### src/rtl/mips_muldiv.sv
//------------------------------------------------------------------------------
// +--------------------------------------------------------------------------+
// | Module   : mips_muldiv                                                   |
// | Purpose  : Multi-cycle MIPS multiply/divide sequencer. Owns HI/LO and    |
// |            runs MULT/MULTU (shift-add) and DIV/DIVU (restoring divide)   |
// |            as 32 iterations, plus single-cycle MTHI/MTLO.                |
// | Ports    : clk, rst_b (async active-low)                                 |
// |            md_start, md_op[2:0], md_in1[31:0], md_in2[31:0], md_flush    |
// |            md_busy, md_done, md_hi[31:0], md_lo[31:0]                    |
// | Revision : 1.0  initial release                                          |
// +--------------------------------------------------------------------------+
//------------------------------------------------------------------------------
`default_nettype none

module mips_muldiv (
   input  logic        clk,
   input  logic        rst_b,
   input  logic        md_start,
   input  logic [2:0]  md_op,
   input  logic [31:0] md_in1,
   input  logic [31:0] md_in2,
   input  logic        md_flush,
   output logic        md_busy,
   output logic        md_done,
   output logic [31:0] md_hi,
   output logic [31:0] md_lo
);

   localparam logic [2:0] MD_MTHI = 3'd4;
   localparam logic [2:0] MD_MTLO = 3'd5;

   typedef enum logic [1:0] {
      ST_IDLE = 2'd0,
      ST_RUN  = 2'd1,
      ST_FIX  = 2'd2
   } state_t;

   state_t      state_q;
   logic [31:0] hi_q;
   logic [31:0] lo_q;
   logic [31:0] opnd_q;      // multiplicand (mult) or divisor (div) magnitude
   logic [31:0] orig1_q;     // raw rs operand, returned in HI on divide by zero
   logic [63:0] acc_q;       // mult: {partial product, multiplier}; div: {remainder, dividend/quotient}
   logic [4:0]  cnt_q;
   logic        is_div_q;
   logic        neg_res_q;   // product / quotient must be negated
   logic        neg_rem_q;   // remainder must be negated
   logic        dbz_q;
   logic        done_q;

   //---------------------------------------------------------------------------
   // Issue decode
   //---------------------------------------------------------------------------
   logic        op_arith;
   logic        op_div;
   logic        op_signed;
   logic [31:0] mag1;
   logic [31:0] mag2;

   always_comb begin
      op_arith  = ~md_op[2];
      op_div    = md_op[1];
      op_signed = ~md_op[0];
      mag1      = (op_signed && md_in1[31]) ? (~md_in1 + 32'd1) : md_in1;
      mag2      = (op_signed && md_in2[31]) ? (~md_in2 + 32'd1) : md_in2;
   end

   //---------------------------------------------------------------------------
   // One iteration of the datapath
   //---------------------------------------------------------------------------
   logic [32:0] mul_sum;
   logic [32:0] div_rem_sh;
   logic [32:0] div_diff;
   logic [63:0] acc_d;

   always_comb begin
      // Multiply: add multiplicand into the upper half when the current
      // multiplier LSB is set, then shift the whole accumulator right.
      mul_sum    = {1'b0, acc_q[63:32]} + (acc_q[0] ? {1'b0, opnd_q} : 33'd0);
      // Divide: remainder shifted left with the next dividend bit (MSB of low half).
      div_rem_sh = acc_q[63:31];
      div_diff   = div_rem_sh - {1'b0, opnd_q};
      if (is_div_q) begin
         if (!div_diff[32]) begin
            acc_d = {div_diff[31:0], acc_q[30:0], 1'b1};
         end else begin
            acc_d = {div_rem_sh[31:0], acc_q[30:0], 1'b0};
         end
      end else begin
         acc_d = {mul_sum, acc_q[31:1]};
      end
   end

   //---------------------------------------------------------------------------
   // Sign correction and result selection for the commit edge
   //---------------------------------------------------------------------------
   logic [63:0] prod_fix;
   logic [31:0] quo_fix;
   logic [31:0] rem_fix;
   logic [31:0] hi_d;
   logic [31:0] lo_d;

   always_comb begin
      prod_fix = neg_res_q ? (~acc_q + 64'd1) : acc_q;
      quo_fix  = neg_res_q ? (~acc_q[31:0] + 32'd1) : acc_q[31:0];
      rem_fix  = neg_rem_q ? (~acc_q[63:32] + 32'd1) : acc_q[63:32];
      if (!is_div_q) begin
         hi_d = prod_fix[63:32];
         lo_d = prod_fix[31:0];
      end else if (dbz_q) begin
         hi_d = orig1_q;
         lo_d = 32'hFFFF_FFFF;
      end else begin
         hi_d = rem_fix;
         lo_d = quo_fix;
      end
   end

   //---------------------------------------------------------------------------
   // Sequencer
   //---------------------------------------------------------------------------
   always_ff @(posedge clk or negedge rst_b) begin
      if (!rst_b) begin
         state_q   <= ST_IDLE;
         hi_q      <= 32'd0;
         lo_q      <= 32'd0;
         opnd_q    <= 32'd0;
         orig1_q   <= 32'd0;
         acc_q     <= 64'd0;
         cnt_q     <= 5'd0;
         is_div_q  <= 1'b0;
         neg_res_q <= 1'b0;
         neg_rem_q <= 1'b0;
         dbz_q     <= 1'b0;
         done_q    <= 1'b0;
      end else begin
         done_q <= 1'b0;
         case (state_q)
            ST_IDLE: begin
               if (md_start && !md_flush) begin
                  if (op_arith) begin
                     opnd_q    <= op_div ? mag2 : mag1;
                     acc_q     <= {32'd0, (op_div ? mag1 : mag2)};
                     neg_res_q <= op_signed & (md_in1[31] ^ md_in2[31]);
                     neg_rem_q <= op_signed & md_in1[31];
                     orig1_q   <= md_in1;
                     dbz_q     <= (md_in2 == 32'd0);
                     is_div_q  <= op_div;
                     cnt_q     <= 5'd0;
                     state_q   <= ST_RUN;
                  end else if (md_op == MD_MTHI) begin
                     hi_q <= md_in1;
                  end else if (md_op == MD_MTLO) begin
                     lo_q <= md_in1;
                  end
               end
            end
            ST_RUN: begin
               if (md_flush) begin
                  state_q <= ST_IDLE;
               end else begin
                  acc_q <= acc_d;
                  cnt_q <= cnt_q + 5'd1;
                  if (cnt_q == 5'd31) begin
                     state_q <= ST_FIX;
                  end
               end
            end
            ST_FIX: begin
               if (!md_flush) begin
                  hi_q   <= hi_d;
                  lo_q   <= lo_d;
                  done_q <= 1'b1;
               end
               state_q <= ST_IDLE;
            end
            default: begin
               state_q <= ST_IDLE;
            end
         endcase
      end
   end

   assign md_busy = (state_q != ST_IDLE);
   assign md_done = done_q;
   assign md_hi   = hi_q;
   assign md_lo   = lo_q;

endmodule

`default_nettype wire

### config.mk
export PLATFORM = sky130hd
export DESIGN_NAME = mips_muldiv
export DESIGN_NICKNAME = d
export VERILOG_FILES = /design/src/rtl/mips_muldiv.sv
export SDC_FILE = /design/constraint.sdc
export NUM_CORES = 1
export LEC_CHECK = 0
export ABC_AREA = 1
export BUFFER_PORTS_ARGS = -buffer_cell sky130_fd_sc_hd__clkbuf_2
export CAP_MARGIN = 20
export CORE_ASPECT_RATIO = 0.75
export CORE_MARGIN = 1
export CORE_UTILIZATION = 30
export DETAILED_ROUTE_END_ITERATION = 8
export PLACE_DENSITY_LB_ADDON = 0.08
export SETUP_SLACK_MARGIN = 0.05
export SLEW_MARGIN = 20
export SYNTH_ARGS = -nofsm -noshare
export SYNTH_HDL_FRONTEND = slang
export SYNTH_SLANG_ARGS = --single-unit
### constraint.sdc
create_clock -name clk -period 3.3 [get_ports clk]
set_clock_uncertainty 0.15 [all_clocks]
set_input_delay 0.66 -clock clk [delete_from_list [all_inputs] [get_ports clk]]
set_output_delay 0.66 -clock clk [all_outputs]
set_load 0.05 [all_outputs]
# Word level (Yosys, flattened, before mapping)
# Index checks and enable logic that the tools add are counted.
# totals
regBits	204
wordCells	98
inputBits	71
out_inout_bits	66
# op_classes
eq_ne	14
reduce_logical	14
add_sub_neg	8
muxes	40
bitwise_logic	10
# ops
cell	count
2-to-1 mux 32 bit	20
2-to-1 mux 64 bit	6
adder 32 x 1 -> 32 bit, second input constant	4
inverter 32 bit	4
case mux 32 bit (2 select lines)	2
case mux 64 bit (2 select lines)	1
adder 64 x 1 -> 64 bit, second input constant	1
inverter 64 bit	1
adder 32 x 32 -> 33 bit	1
subtractor 33 x 32 -> 33 bit	1
zero test 32 bit	1
!= test 2 bit, second input constant	8
2-to-1 mux 5 bit	3
case mux 5 bit (2 select lines)	1
2-to-1 mux 2 bit	4
== test 3 bit, second input constant	2
AND reduction 3 bit	2
AND reduction 6 bit	1
nonzero test 2 bit	3
adder 5 x 1 -> 5 bit, second input constant	1
== test 5 bit, second input constant	1
AND reduction 5 bit	1
case mux 2 bit (2 select lines)	1
AND reduction 4 bit	1
10 further kinds	15

# Logic depth before layout (Yosys ltp)
# Gate-level depths: netlist of run 1.
# depth
ltp_word	7
mapped_depth	20
mapped_depth_nobuf	18

# Least setup slack after synthesis of run 1
# No wires, ideal clock.
# synth_path
kind	register to register
startpoint	register acc_q[0]
endpoint	register acc_q[59]
setup_slack_ps	652
stages_incl_launch_ff	20
n_path_buf	2
arrival_time_ps	2382
setup_time_ps	116
path_cell_list	dfrtp_1 > buf_2 > clkbuf_1 > nand2_1 > inv_1 > ha_1 > inv_1 > fa_1 > o21ai_2 > nand2_1 > nand2_1 > nand2_1 > nand2_1 > nand2_1 > nand3_1 > nand2_1 > nor2_1 > nor2_1 > nand2_1 > nand2_1
# synth_via
elab_chain_cells	5
# synth_rtl
element	line_no	text
start: declaration	43	logic [63:0] acc_q;
start signal: assignment	143	acc_q <= {32'd0, (op_div ? mag1 : mag2)};
2-to-1 mux 32 bit	79	mul_sum = {1'b0, acc_q[63:32]} + (acc_q[0] ? {1'b0, opnd_q} : 33'd0);
adder 32 x 32 -> 33 bit	79	
2-to-1 mux 64 bit	83	if (is_div_q) begin
2-to-1 mux 64 bit	159	if (md_flush) begin
case mux 64 bit (2 select lines)	138	case (state_q)
# No other way between the ends. The select of a mux whose other input is x is not followed.
# A chain may end at the register's enable or synchronous reset.

# Final worst setup path of run 1
# Ends and elaborated chain as after synthesis.

==> out/results.tsv, run 1 <==
metric	value	unit
status	finished clean	
synth_edf_count	0	
crit_required	3630	ps
preCtsSetupSlack	210	ps
firstDrtPassIters	5	
syn_avg_cell_area	5.74	um2
grt_pass1_wl	158	mm
cts_root_buffer	clkbuf_16	
ys.flop_type	dfrtp_1	
reg2regPathDepth	14	
ant_nets	0	
hpwl	89.0	mm
cts_setup_buffers	0	
cts_tree	yes	
yosysWarnings	0	
crit_arrival	3400	ps
placed_area	0.0228	mm2
yosys.area.top_type	dfrtp_1	
worstReg2RegEnd	acc_q[59]	
cap_violations	0	
die_h	229	um
maxSlewHeadroom	31.5	%
synth_area_leaders	dfrtp_1, nand2_1, inv_1, nor2_1, nand3_1	
hold_viol	0	
track_usage	30.8	%
synth_cells	3605	
clock_latency	590	ps
antenna_cells	0	
yosysUniqueCellTypes	56	
slew_viol_final	0	
rsz0062_at_grt	false	
drcViolationCount	0	
areaGrowthSynthToFinish	14.5	%
drt_wl_total	110	mm
die_x	305	um
crit_start	acc_q[0]	
crit_path_max_fanout	33	
yosysTopAreaCellShare	24.7	%
nets	3881	
grt_pass1_vias	22026	
synth-seq-area-share	24.7	%
clk_pin_slew	60	ps
crit_end	acc_q[59]	
power_density	837	mW/mm2
criticalPathCategory	flop to flop	
syn_nets	3748	
rrSetupSlack	230	ps
stdcell_area	0.0237	mm2
drive_gt1_share	8.89	%
yosys-top-cells-count	nand2_1, inv_1, nor2_1	
fin_crit	3070	ps
fillers	7782	
cts.sinks	204	
die_area	0.0700	mm2
grt_overflow	0	
finalCritPeriodShare	93.1	%
synthArstFlopShare	100	%
setup_tns	0	ps
antenna_found_initial	3	
synthesis.area	0.0207	mm2
io_buffers	136	
grt_max_degree	111	
ys_ff_latch	204	
place_congestion	0.984	
avgRoutedWirePerCell	23.7	um
cellLeakagePower	0.0128	uW
rows	82	
setup_viol	0	
setup.worst_path.end_class	flop	
setup_ws	229	ps
reg2reg_from	acc_q[0]	
vias	24099	
vias_per_cell	5.20	
yosysMostFrequentCell	nand2_1	
worst_pin_slew	1030	ps
drt-initial-drc-count	2823	
hp-class	primary input to flop	
initial_core_util	30.6	%
clockBufferDepth	3	
irDropWorstVdd	0.000443	V
cts_max_level	1	
cts_buffers	27	
cp-start-kind	flop	
max_freq	326	MHz
io_pins	137	
core_region_area	0.0675	mm2
## metal layers
layer	global-route usage, %	share of wire, %	wire length (um)
met2	39.2	36	39700
met3	9.59	11	12100
met1	48.0	50	54900
met4	7.87	2.8	3060
met5	0	0	0
## metrics by stage
stage	instances	utilization (%)	power, uW	hold WS, ps
floorplan	3605	-	12000	214
global placement	4590	33.8	16600	319
detailed placement	4590	33.8	16400	323
CTS	4638	35.1	19500	213
global route	4638	35.1	21200	237
finish	4638	35.1	19800	237
## critical path, cell delays in order, from the launching register on
cell and delay (ps):
dfrtp_1 350, clkbuf_8 320, nand2_1 210, inv_1 170
ha_1 320, a21oi_1 310, o21ai_0 200, inv_1 80
nand2_1 70, a21oi_1 240, a21oi_1 110, nor2_1 210
nor2_1 80, nand2_1 80, nand2_1 50
## what timing repair did
action / 4_1_cts / 5_1_grt
endpoints found under the hold margin: 52 / 0
setup endpoints to repair: 0 / 1
hold buffers: 1 / 0
gates resized for setup: 0 / 3
## worst min path at each step
stage | slack, ps | depth (start not counted) | end | from
after floorplan | 210 | 0 | acc_q[0] | rst_b
after global placement | 320 | 2 | orig1_q[1] | orig1_q[1]
after detailed placement | 320 | 2 | orig1_q[4] | orig1_q[4]
after CTS | 210 | 3 | md_lo[1] | md_in1[1]
after global routing | 240 | 3 | md_lo[1] | md_in1[1]
final | 240 | 3 | md_lo[1] | md_in1[1]
## registers in the layout, indices dropped and copies added (netlist names), 2 cells and up
register and count:
acc_q 64, cnt_q 5, md_hi 32, md_lo 32
opnd_q 32, orig1_q 32, state_q 2
## report_power, final
| group | switching (uW) | leakage, uW | internal (uW) |
|---|---|---|---|
| logic | 9010 | 0.00991 | 3580 |
| registers | 974 | 0.00245 | 3210 |
| clock network | 1310 | 0.000427 | 1730 |
| total | 11300 | 0.0128 | 8520 |
## cell families after synthesis
kind of cell / after synthesis / synth area share, %
AOI/OAI and AO/OA: 550 / 14.8
xor gates and xnor gates: 74 / 3.13
adders and majority gates: 72 / 4.43
buffers and inverters: 643 / 12.0
DFF: 204 / 24.7
muxes: 1 / 0.0484
and+or+nand+nor: 2061 / 40.9
## final cells by class
cell class              instances  area (um2)  area share, %
inverters                     513        1930           8.14
multi-input cells            2758       13100           55.4
clock inverters                 9        86.3          0.365
flip-flops and latches        204        5110           21.6
well taps                     882        1100           4.66
clock buffers                  38         787           3.32
repair buffers                234        1550           6.54
## cells in the final DEF (no fill, tap or decap), drive strengths merged, types with 2 or more instances in the layout
master	synthesis	final
clkbuf	75	174
a22oi	13	13
o31ai	3	3
o21ai	248	248
dfrtp	204	204
nand2	1193	1193
a22o	2	2
nor2	467	467
or2	4	4
xor2	59	59
fa	2	2
inv	508	508
a31oi	4	4
nand3	311	311
and2	2	2
o211ai	29	29
ha	70	70
buf	55	97
clkinvlp	0	2
nor3	35	35
nor4	4	4
o221ai	11	11
nand4	31	31
nand3b	13	13
a21oi	201	201
o21bai	9	9
clkinv	5	11
xnor2	15	15
a21boi	22	22
No activity file was read; power rests on OpenSTA's default activity.
==> run 2: changes to the inputs <==
RECOVER_POWER = 25   (was unset)
==> run 2 against run 1 <==
  * The flow now finishes with violations (max-capacitance violations, max-slew violations)
  * Core utilization fell by 0.063 points
  * Critical path type unchanged
  * Final area fell by 0.18%
  * Worst hold slack improved by 3.5 ps
  * Critical endpoint unchanged
  * Global-route usage did not move
==> out/results.tsv, run 2 (same netlist as run 1, synthesis figures left out) <==
metric	value	unit	change
die_h	229	um	unchanged
setup.worst_path.end_class	flop		
initial_core_util	30.6	%	unchanged
clk_pin_slew	70	ps	about the same
final_core_util	35.0	%	-0.063 points
status	finished, violations left		
grt_use_met3	9.59	%	unchanged
hold_viol	0		unchanged
preCtsSetupSlack	210	ps	unchanged
crit_arrival	3360	ps	-40 ps
largest-register	acc_q		
ant_nets	0		unchanged
maxSlewHeadroom	-14.3	%	-46 points
slew_viol_final	56		+56
met1_usage	48.0	%	unchanged
hpwl	89.0	mm	unchanged
drcViolationCount	0		unchanged
largest_reg_flops	64		unchanged
hold_end	md_lo[1]		
power_density	838	mW/mm2	+0.17%
drive_gt1_share	8.87	%	-0.027 points
worst_pin_slew	1710	ps	+688 ps
final_cell_mix	nand2_1, inv_1, nor2_1		
cts_buffers	27		unchanged
core_region_area	0.0675	mm2	unchanged
cp-start-kind	flop		
rows	82		unchanged
cellLeakagePower	0.0128	uW	about the same
clockBufferDepth	3		unchanged
antenna_found_initial	3		unchanged
hp-class	primary input to flop		
setup_ws	268	ps	+39.1 ps
worstReg2RegEnd	acc_q[59]		
irDropWorstVdd	0.000442	V	-0.25%
cts_max_level	1		unchanged
hp-start	md_in1[1]		
violations	max-capacitance violations, max-slew violations		
vias	24229		+0.54%
grt_util_met2	39.2	%	unchanged
die_x	305	um	unchanged
cap_violations	1		+1
setup_tns	0	ps	unchanged
io_pins	137		unchanged
rsz0062_at_grt	false		
finalCritPeriodShare	91.9	%	-1.2 points
crit_path_max_fanout	33		unchanged
top_usage_layer	met1		
rrSetupSlack	270	ps	+40 ps
criticalPathCategory	flop to flop		
grt_pass1_vias	22026		unchanged
avgRoutedWirePerCell	23.7	um	+0.20%
layout_commonest_cell	nand2_1		
drt-initial-drc-count	2696		-4.5%
areaGrowthSynthToFinish	14.3	%	
io_buffers	136		unchanged
grt_max_degree	111		unchanged
max_freq	330	MHz	+1.3%
clock_latency	580	ps	about the same
place_congestion	0.984		unchanged
nets	3881		unchanged
hold_depth	3		unchanged
firstDrtPassIters	6		+1
fin_crit	3030	ps	-39.1 ps
cts_root_buffer	clkbuf_16		
reg2regPathDepth	15		+1
die_area	0.0700	mm2	unchanged
vias_per_cell	5.22		+0.54%
cts_tree	yes		
reg2reg_from	acc_q[0]		
track_usage	30.8	%	unchanged
grt_pass1_wl	158	mm	unchanged
antenna_cells	0		unchanged
crit_required	3630	ps	about the same
cts.sinks	204		unchanged
grt_overflow	0		unchanged
setup_viol	0		unchanged
drt_wl_total	110	mm	+0.20%
run 2: changes by cell type in the layout (fill, tap and decap cells not counted), sizes merged:
| cell | previous run | this run |
|---|---|---|
| clkbuf | 174 | 177 |
| buf | 97 | 94 |
run 2: final cells by class:
class | count | area [um2]
Multi-Input combinational cell | 2758 | 13100
Fill cell | 7788 | 43900
Clock buffer | 38 | 787
Sequential cell | 204 | 5110
Clock inverter | 9 | 86.3
Timing Repair Buffer | 234 | 1510
Tap cell | 882 | 1100
Inverter | 513 | 1930
run 2: worst max path at each step:
| stage | to | cells past startpoint | from | slack (ps) |
|---|---|---|---|---|
| final | acc_q[59] | 15 | acc_q[0] | 270 |
| after global routing | acc_q[59] | 14 | acc_q[0] | 50 |
| after floorplan | acc_q[59] | 19 | acc_q[0] | 650 |
| after detailed placement | acc_q[18] | 14 | md_in2[0] | 210 |
| after global placement | acc_q[18] | 14 | md_in2[0] | 180 |
| after CTS | acc_q[59] | 15 | acc_q[0] | 200 |
run 2: repair_timing:
action,CTS,global route
endpoints found under the setup margin,0,1
setup buffers,0,0
hold buffers,1,0
gates resized for setup,0,3
hold endpoints to repair,52,0
run 2: where the power goes:
group	switching, uW	total [uW]	leakage, uW	internal, uW
Combinational	9010	12600	0.00990	3570
Sequential	977	4190	0.00245	3210
Clock	1310	3040	0.000427	1730
Total	11300	19800	0.0128	8520
run 2: critical path: stages, from the launching register on:
cell      delay (ps)
dfrtp_1          350
clkbuf_8         320
nand2_1          150
fa_1             540
o21ai_2          290
nand2_1          140
nand2_1          110
nand2_1           50
nand2_1          130
nand2_1          120
nand3_1          100
nand2_1           50
nor2_1           200
nor2_1            80
nand2_1           80
nand2_1           50
run 2: routing by layer:
metal,vias up,share of wire (%),routed length (um)
li1,11699,-,-
met1,11460,50,54800
met2,971,36,40100
met3,99,11,12100
met4,0,2.7,2950
met5,-,0,0
run 2: per-stage QoR:
step / hold WS [ps] / total power [uW] / instance area (um2) / std cells
after floorplan: 214 / 12000 / 20700 / 3605
after detailed placement: 323 / 16400 / 22800 / 4590
after global routing: 237 / 21200 / 23600 / 4638
after CTS: 213 / 19500 / 23700 / 4638
after global placement: 319 / 16600 / 22800 / 4590
final: 241 / 19800 / 23600 / 4638
==> run 3: changes to the inputs <==
clock period = 2.93 ns   (was 3.3 ns; I/O delays follow)
==> run 3 against run 2 <==
  * The run now ends clean
  * Combinational power increased by 17%
  * Die area is the same
  * Sequential share of layout area fell by 0.72 points
  * Count of clock-buffer cells in the layout fell by 8
  * Final area increased by 3.7%
  * Register-to-register slack got worse by 120 ps
  * Critical endpoint is now md_hi[29]
  * Fmax up 9.0%
==> out/results.tsv, run 3 (same netlist as run 1, synthesis figures left out) <==
metric	value	unit	change
status	finished clean		
setup_viol	0		unchanged
whs	178	ps	-62.5 ps
grt_pass1_vias	22234		+0.94%
cap_violations	0		-1
place_congestion	0.994		+0.93%
clockBufferDepth	3		unchanged
multi_input_area	0.0133	mm2	+1.2%
crit_path_max_fanout	4		-88%
maxSlewHeadroom	7.09	%	+21 points
vias_per_cell	5.17		-1.1%
die_x	305	um	unchanged
cts_max_level	1		unchanged
final_cells	4726		+1.9%
fillers	7666		-1.6%
initial_core_util	30.6	%	unchanged
clk_pin_slew	70	ps	about the same
irDropWorstVdd	0.000500	V	+13%
placed_area	0.0235	mm2	+3.0%
drt_wl_total	108	mm	-2.1%
hold_end	md_done		
largest-register	acc_q		
die_area	0.0700	mm2	unchanged
vias	24419		+0.78%
rows	82		unchanged
seq_area	0.00512	mm2	+0.24%
firstDrtPassIters	6		unchanged
ant_nets	0		unchanged
slew_viol_final	0		-100%
worst_pin_slew	1390	ps	-321 ps
worstReg2RegEnd	md_hi[29]		
max_freq	360	MHz	+9.0%
final_core_util	36.3	%	+1.3 points
power_density	938	mW/mm2	+12%
criticalPathCategory	flop to flop		
stdcell_area	0.0245	mm2	+3.7%
setup_ws	149	ps	-119 ps
top_usage_layer	met1		
setup.worst_path.end_class	flop		
hold_depth	2		-1
layout_commonest_cell	nand2_1		
reg2regPathDepth	11		-4
grt_overflow	0		unchanged
grt_pass1_wl	154	mm	-2.1%
fin_crit	2780	ps	-251 ps
place_inst	4673		+1.8%
areaGrowthSynthToFinish	18.5	%	
crit_arrival	3110	ps	-250 ps
drcViolationCount	0		unchanged
core_region_area	0.0675	mm2	unchanged
cellLeakagePower	0.0132	uW	+3.3%
antenna_found_initial	4		+1
avgRoutedWirePerCell	22.8	um	-3.9%
rrSetupSlack	150	ps	-120 ps
hp-start	md_flush		
hold_viol	0		unchanged
cts_root_buffer	clkbuf_16		
largest_reg_flops	64		unchanged
drt-initial-drc-count	2698		+0.074%
final_cell_mix	nand2_1, inv_1, nor2_1		
grt_max_degree	111		unchanged
cts_tree	yes		
drive_gt1_share	12.4	%	+3.5 points
track_usage	30.1	%	-0.66 points
rsz0062_at_grt	true		
cts_buffers	25		-7.4%
hp-class	primary input to flop		
die_h	229	um	unchanged
io_buffers	136		unchanged
hpwl	89.2	mm	+0.25%
preCtsSetupSlack	-61.2	ps	-271 ps
clock_latency	560	ps	-20 ps
finalCritPeriodShare	94.9	%	+3.0 points
crit_required	3260	ps	-370 ps
cp-start-kind	flop		
reg2reg_from	acc_q[15]		
grt_use_met3	9.86	%	+0.28 points
grt_util_met2	38.8	%	-0.36 points
nets	3965		+2.2%
met1_usage	46.6	%	-1.4 points
io_pins	137		unchanged
cts.sinks	204		unchanged
-- run 3: final cells by class --
cell class / instances / area share, %
Clock inverter: 15 / 0.812
Inverter: 513 / 7.87
Multi-Input combinational cell: 2759 / 54.1
Clock buffer: 30 / 2.75
Tap cell: 882 / 4.50
Antenna cell: 4 / 0.0408
Timing Repair Buffer: 319 / 8.99
Sequential cell: 204 / 20.9
-- run 3: how the worst max path moves through the flow --
stage / start / end / slack, ps
floorplan: acc_q[0] / acc_q[59] / 280
global placement: md_in2[0] / acc_q[18] / -80
detailed placement: md_in2[0] / acc_q[18] / -60
CTS: acc_q[0] / acc_q[58] / 50
global route: acc_q[0] / acc_q[52] / 1
finish: acc_q[15] / md_hi[29] / 150
-- run 3: critical path: stages (launching register included) --
cell      delay, ps
dfrtp_1         380
nor2_1          310
nand3_1         230
nor2_1          260
nand2_1         240
nor2_2          360
nand2_1         130
nand3_1          80
nand3_1         160
nand2_1         180
nand2_1          70
a21boi_1        120
-- run 3: report_power, final --
part	switching (uW)	total (uW)	internal [uW]
Combinational	10300	14800	4560
Clock	1440	3450	2010
Sequential	1100	4720	3620
-- run 3: timing repair --
action / CTS / global route
resized for setup: 0 / 61
hold buffers: 1 / 0
buffers inserted: 0 / 2
setup endpoints to repair: 1 / 35
endpoints found under the hold margin: 43 / 0
cloned: 0 / 1
pin swaps: 1 / 3
-- run 3: metrics by stage --
stage	setup TNS, ps	power [uW]
after floorplan	0	13500
after global placement	-80.4	19200
after detailed placement	-61.2	19000
after CTS	0	22500
after global routing	0	24600
final	0	23000
-- run 3: per-layer routing --
metal	part of all wire, %	vias up
li1	-	11884
met1	49	11424
met2	37	1018
met3	12	93
met4	2.4	0
met5	0	-
